[src/rtl/id_ex_pipe_stage.sv]
// ID->EX pipeline register with valid/ready handshake, 1-entry skid buffer,
// synchronous flush for branch squash and a saturating backpressure counter.
module id_ex_pipe_stage #(
    parameter int unsigned DATA_W = 32,
    parameter int unsigned CTRL_W = 10,
    parameter int unsigned CNT_W  = 16
) (
    input  logic              clk,
    input  logic              rst_n,
    input  logic              in_valid,
    output logic              in_ready,
    input  logic [DATA_W-1:0] in_dsel,
    input  logic [DATA_W-1:0] in_signext,
    input  logic [DATA_W-1:0] in_abus,
    input  logic [DATA_W-1:0] in_bbus,
    input  logic [CTRL_W-1:0] in_ctrl,
    input  logic              flush,
    output logic              out_valid,
    input  logic              out_ready,
    output logic [DATA_W-1:0] out_dsel,
    output logic [DATA_W-1:0] out_signext,
    output logic [DATA_W-1:0] out_abus,
    output logic [DATA_W-1:0] out_bbus,
    output logic [CTRL_W-1:0] out_ctrl,
    output logic [CNT_W-1:0]  stall_cnt
);

    typedef struct packed {
        logic [DATA_W-1:0] dsel;
        logic [DATA_W-1:0] signext;
        logic [DATA_W-1:0] abus;
        logic [DATA_W-1:0] bbus;
        logic [CTRL_W-1:0] ctrl;
    } stage_t;

    stage_t            main_q, main_d;
    stage_t            skid_q, skid_d;
    stage_t            in_pkt;
    logic              main_valid_q, main_valid_d;
    logic              skid_valid_q, skid_valid_d;
    logic              in_ready_q, in_ready_d;
    logic [CNT_W-1:0]  stall_cnt_q, stall_cnt_d;
    logic              accept;
    logic              main_load;

    assign in_pkt = '{dsel: in_dsel, signext: in_signext, abus: in_abus,
                      bbus: in_bbus, ctrl: in_ctrl};

    // Flush kills the same-cycle input even when in_ready is high.
    assign accept    = in_valid & in_ready_q & ~flush;
    assign main_load = ~main_valid_q | out_ready;

    // Next-state: main/skid steering, flush squash, stall counting
    always_comb begin
        main_d       = main_q;
        skid_d       = skid_q;
        main_valid_d = main_valid_q;
        skid_valid_d = skid_valid_q;
        stall_cnt_d  = stall_cnt_q;

        if (main_valid_q && !out_ready && (stall_cnt_q != {CNT_W{1'b1}})) begin
            stall_cnt_d = stall_cnt_q + CNT_W'(1);
        end

        if (flush) begin
            main_valid_d = 1'b0;
            skid_valid_d = 1'b0;
            main_d.ctrl  = '0;
        end else if (main_load) begin
            if (skid_valid_q) begin
                // Skid drains first to keep FIFO order; a new input refills it.
                main_d       = skid_q;
                main_valid_d = 1'b1;
                skid_valid_d = 1'b0;
                if (accept) begin
                    skid_d       = in_pkt;
                    skid_valid_d = 1'b1;
                end
            end else if (accept) begin
                main_d       = in_pkt;
                main_valid_d = 1'b1;
            end else begin
                main_valid_d = 1'b0;
                main_d.ctrl  = '0;
            end
        end else if (accept) begin
            skid_d       = in_pkt;
            skid_valid_d = 1'b1;
        end

        in_ready_d = ~skid_valid_d;
    end

    always_ff @(posedge clk) begin
        if (!rst_n) begin
            main_q       <= '0;
            skid_q       <= '0;
            main_valid_q <= 1'b0;
            skid_valid_q <= 1'b0;
            in_ready_q   <= 1'b1;
            stall_cnt_q  <= '0;
        end else begin
            main_q       <= main_d;
            skid_q       <= skid_d;
            main_valid_q <= main_valid_d;
            skid_valid_q <= skid_valid_d;
            in_ready_q   <= in_ready_d;
            stall_cnt_q  <= stall_cnt_d;
        end
    end

    assign in_ready    = in_ready_q;
    assign out_valid   = main_valid_q;
    assign out_dsel    = main_q.dsel;
    assign out_signext = main_q.signext;
    assign out_abus    = main_q.abus;
    assign out_bbus    = main_q.bbus;
    assign out_ctrl    = main_q.ctrl;
    assign stall_cnt   = stall_cnt_q;

endmodule

[config.mk]
export PLATFORM = sky130hd
export DESIGN_NAME = id_ex_pipe_stage
export DESIGN_NICKNAME = d
export VERILOG_FILES = /design/src/rtl/id_ex_pipe_stage.sv
export SDC_FILE = /design/constraint.sdc
export NUM_CORES = 1
export LEC_CHECK = 0
export BUFFER_PORTS_ARGS = -buffer_cell sky130_fd_sc_hd__buf_2
export CORE_UTILIZATION = 25
export CTS_CLUSTER_DIAMETER = 40
export CTS_CLUSTER_SIZE = 28
export DETAILED_ROUTE_END_ITERATION = 7
export RECOVER_POWER = 100
export SYNTH_ARGS = -nofsm -noshare
export SYNTH_HDL_FRONTEND = slang
export SYNTH_SLANG_ARGS = --single-unit
[constraint.sdc]
create_clock -name clk -period 2 [get_ports clk]
set_input_delay 0.1 -clock clk [delete_from_list [all_inputs] [get_ports clk]]
set_output_delay 0.1 -clock clk [all_outputs]
set_load 0.05 [all_outputs]
==> results.toml <==
[global_route]
grt_overflow_total = 0
grt_use_total_pct = 14.22
grt_max_degree = 125
grt_pass1_wl_um = 55030
grt_util_met1_pct = 17.07
grt_use_met3_pct = 4.871
use_met2_pct = 23.27
grt_pass1_vias = 10580
antenna_found_initial = 2
top_usage_layer = "met2"

[routing]
viasPerCell = 4.576
first_iter_violations = 623
via_count = 10960
post_drt_wl_per_cell_um = 14.57
drtAntennaViolNets = 0
drc = 0
drtPass1Iterations = 5
wl_um = 34870

[finish]
fin_cells = 2394
final_cell_mix = "dfxtp_1 (294), nand2_1 (291), clkbuf_1 (161)"
fin_nets = 1889
syn2layout_area_growth_pct = 43.18
drive_above_1_share_pct = 15.13
final_common_cell = "dfxtp_1"

[placed_design]
placedCellCount = 2149
dp_hpwl_um = 21470
port_buffers = 298
place.gp.congestion = 0.8180

[cts]
worst_skew_pair.late_latency_ns = 0.58
h-tree-depth = 2
cts_tree = "done"
numClockSinks = 295
post-cts-setup-buffers = 0
clockRootBuffer = "clkbuf_16"
cts_buffers = 54
cts.clk_slew.worst_paths_ns = 0.06
cts_max_path_buffers = 3

[floorplanning]
die_h_um = 218.5
rows = 78
die-area_um2 = 47740
design.core.area_um2 = 45770
io_pins = 299
die_x_um = 218.5
start_util_pct = 25.60

[synth]
netlist_instances = 1340
synth_nets = 1484
synth_cell_type_count = 38
syn_area_um2 = 11720
synth_warnings = 0
avgSynthCellArea_um2 = 8.745
ys_ff_latch = 295
ys_seq_area_share_pct = 50.40

[timing]
rsz0062_at_grt = "no"
setup_tns_ns = 0
fmax_mhz = 534.2
maxSlewHeadroom_pct = 46.57
timing.final.hold_violations = 0
finalCriticalPeriod_ns = 1.872
setup_viol = 0
final_max_slew_viol_count = 0
min_period_over_period_pct = 93.60
worstMarginPinSlew_ns = 0.8015
skew_ns = 0.01816

[power]
ir_drop_mv = 0.6791
cellLeakagePower_nw = 5.811
cellPowerDensity_nw_per_um2 = 1019

[hold_path]
hp-class = "input port to flop"

[setup_path]
critical_path.max_stage_delay_ns = 0.61
cp_slowest_cell = "clkbuf_2"
cp_top_family = "buffers and inverters"
required_ns = 2.45
path_cells = "clkbuf_2 -> nor2_1 -> buf_4 -> a221oi_1 -> nor3_1"
path_class = "flop to flop"
start_kind = "flop"
arrival_ns = 2.32
endpoint_kind = "flop"
path_max_fanout = 27
worst-path-buf-inv = 2

[status]
status = "finished clean"

[run]
drv_cap = 0
## registers in the layout, summed over array words and instances, names as in the netlist
name,flops
out_dsel,32
out_valid,1
out_abus,32
stall_cnt,16
in_ready,1
skid_valid_q,1
out_ctrl,10
skid_q,138
out_signext,32
out_bbus,32
## cell usage after synthesis
| cell type | number | share of area [%] |
|---|---|---|
| dfxtp_1 | 295 | 50 |
| nand2_1 | 291 | 9.3 |
| nor2_1 | 147 | 4.7 |
| a21oi_1 | 144 | 6.1 |
| mux2i_1 | 133 | 11 |
| a211oi_1 | 130 | 8.3 |
| buf_2 | 54 | 2.3 |
| clkbuf_1 | 44 | 1.4 |
| nor3_1 | 17 | 0.73 |
| buf_4 | 12 | 0.77 |
| a221oi_1 | 10 | 0.75 |
| nand3_1 | 8 | 0.34 |
| nand2b_1 | 6 | 0.32 |
| inv_1 | 5 | 0.16 |
| nand4_1 | 5 | 0.27 |
| a31oi_1 | 4 | 0.21 |
| o21ai_0 | 4 | 0.17 |
| nand3b_1 | 3 | 0.19 |
| o311ai_1 | 3 | 0.22 |
| or3_1 | 3 | 0.16 |
| a21o_1 | 2 | 0.13 |
| nor3_2 | 2 | 0.17 |
| nor4_1 | 2 | 0.11 |
| nor4_2 | 2 | 0.21 |
| a41oi_1 | 1 | 0.075 |
| and3_1 | 1 | 0.053 |
| buf_1 | 1 | 0.032 |
| buf_6 | 1 | 0.096 |
| ha_1 | 1 | 0.11 |
| nand4_4 | 1 | 0.18 |
| nand4b_1 | 1 | 0.075 |
| nor2b_1 | 1 | 0.053 |
| o221ai_1 | 1 | 0.075 |
| o311ai_0 | 1 | 0.075 |
| o31a_2 | 1 | 0.085 |
| or2_0 | 1 | 0.053 |
| or2_1 | 1 | 0.053 |
| or3_4 | 1 | 0.096 |
## where the power goes
| group | switching, mW | internal [mW] | leakage (nW) | total (mW) |
|---|---|---|---|---|
| Clock | 3.37 | 5.64 | 0.897 | 9.01 |
| Combinational | 1.28 | 0.593 | 2.51 | 1.87 |
| Sequential | 0.116 | 6.10 | 2.40 | 6.21 |
| Total | 4.76 | 12.3 | 5.81 | 17.1 |
## layout make-up
class	count	area, µm²
Multi-Input combinational cell	928	5266
Fill cell	4658	28990
Inverter	5	26.28
Timing Repair Buffer	461	2984
Clock buffer	67	1514
Tap cell	600	750.7
Clock inverter	35	320.3
Antenna cell	3	7.507
Sequential cell	295	5909
## final timing paths
path              depth (start not counted)                     from  slack (ns)                   endpoint
setup / recovery                          5  skid_valid_q$_SDFF_PN0_        0.13   out_ctrl[7]$_SDFFE_PP0N_
hold / removal                            4                out_ready        0.11  stall_cnt[2]$_SDFFE_PN0P_
setup reg to reg                          5  skid_valid_q$_SDFF_PN0_        0.13   out_ctrl[7]$_SDFFE_PP0N_
hold reg to reg                           2  skid_q[37]$_SDFFE_PN0P_        0.45    skid_q[37]$_SDFFE_PN0P_
## worst min-delay path, delay by kind of cell
family,cells,cell delay [ns]
buffers and inverters,1,0.11
AND/OR/NAND/NOR,3,0.44
## routing by layer
metal,vias up,share of wire [%]
li1,5498,-
met1,5097,43
met2,301,47
met3,59,7.7
met4,0,2.3
met5,-,0
## cell families (layout without fill, tap and decap cells)
family	after synthesis	after routing	share of synthesized area (%)
other cells	0	3	0
fa+ha+maj	1	1	0.1068
mux	133	133	11.36
buf+inv	117	568	4.773
compound gates	301	301	16.27
simple gates	493	493	17.09
flops	295	295	50.40
## what timing repair did
item	4_1_cts	5_1_grt
hold endpoints to repair	281	0
hold buffers	140	0
gates resized for setup	0	0
## per-stage QoR
stage / cell area (µm²) / setup WS [ns] / power (mW) / hold slack [ns] / utilization [%]
floorplan: 11720 / 0.1313 / 7.488 / 0.2360 / -
global placement: 13780 / 0.3005 / 8.008 / 0.3510 / 30.10
detailed placement: 13780 / 0.2872 / 8.036 / 0.3562 / 30.10
CTS: 17020 / 0.2155 / 17.42 / 0.05750 / 37.17
global route: 16780 / 0.03556 / 17.81 / 0.1166 / 36.65
finish: 16780 / 0.1279 / 17.09 / 0.1086 / 36.66
(Power assumes the default switching activity.)
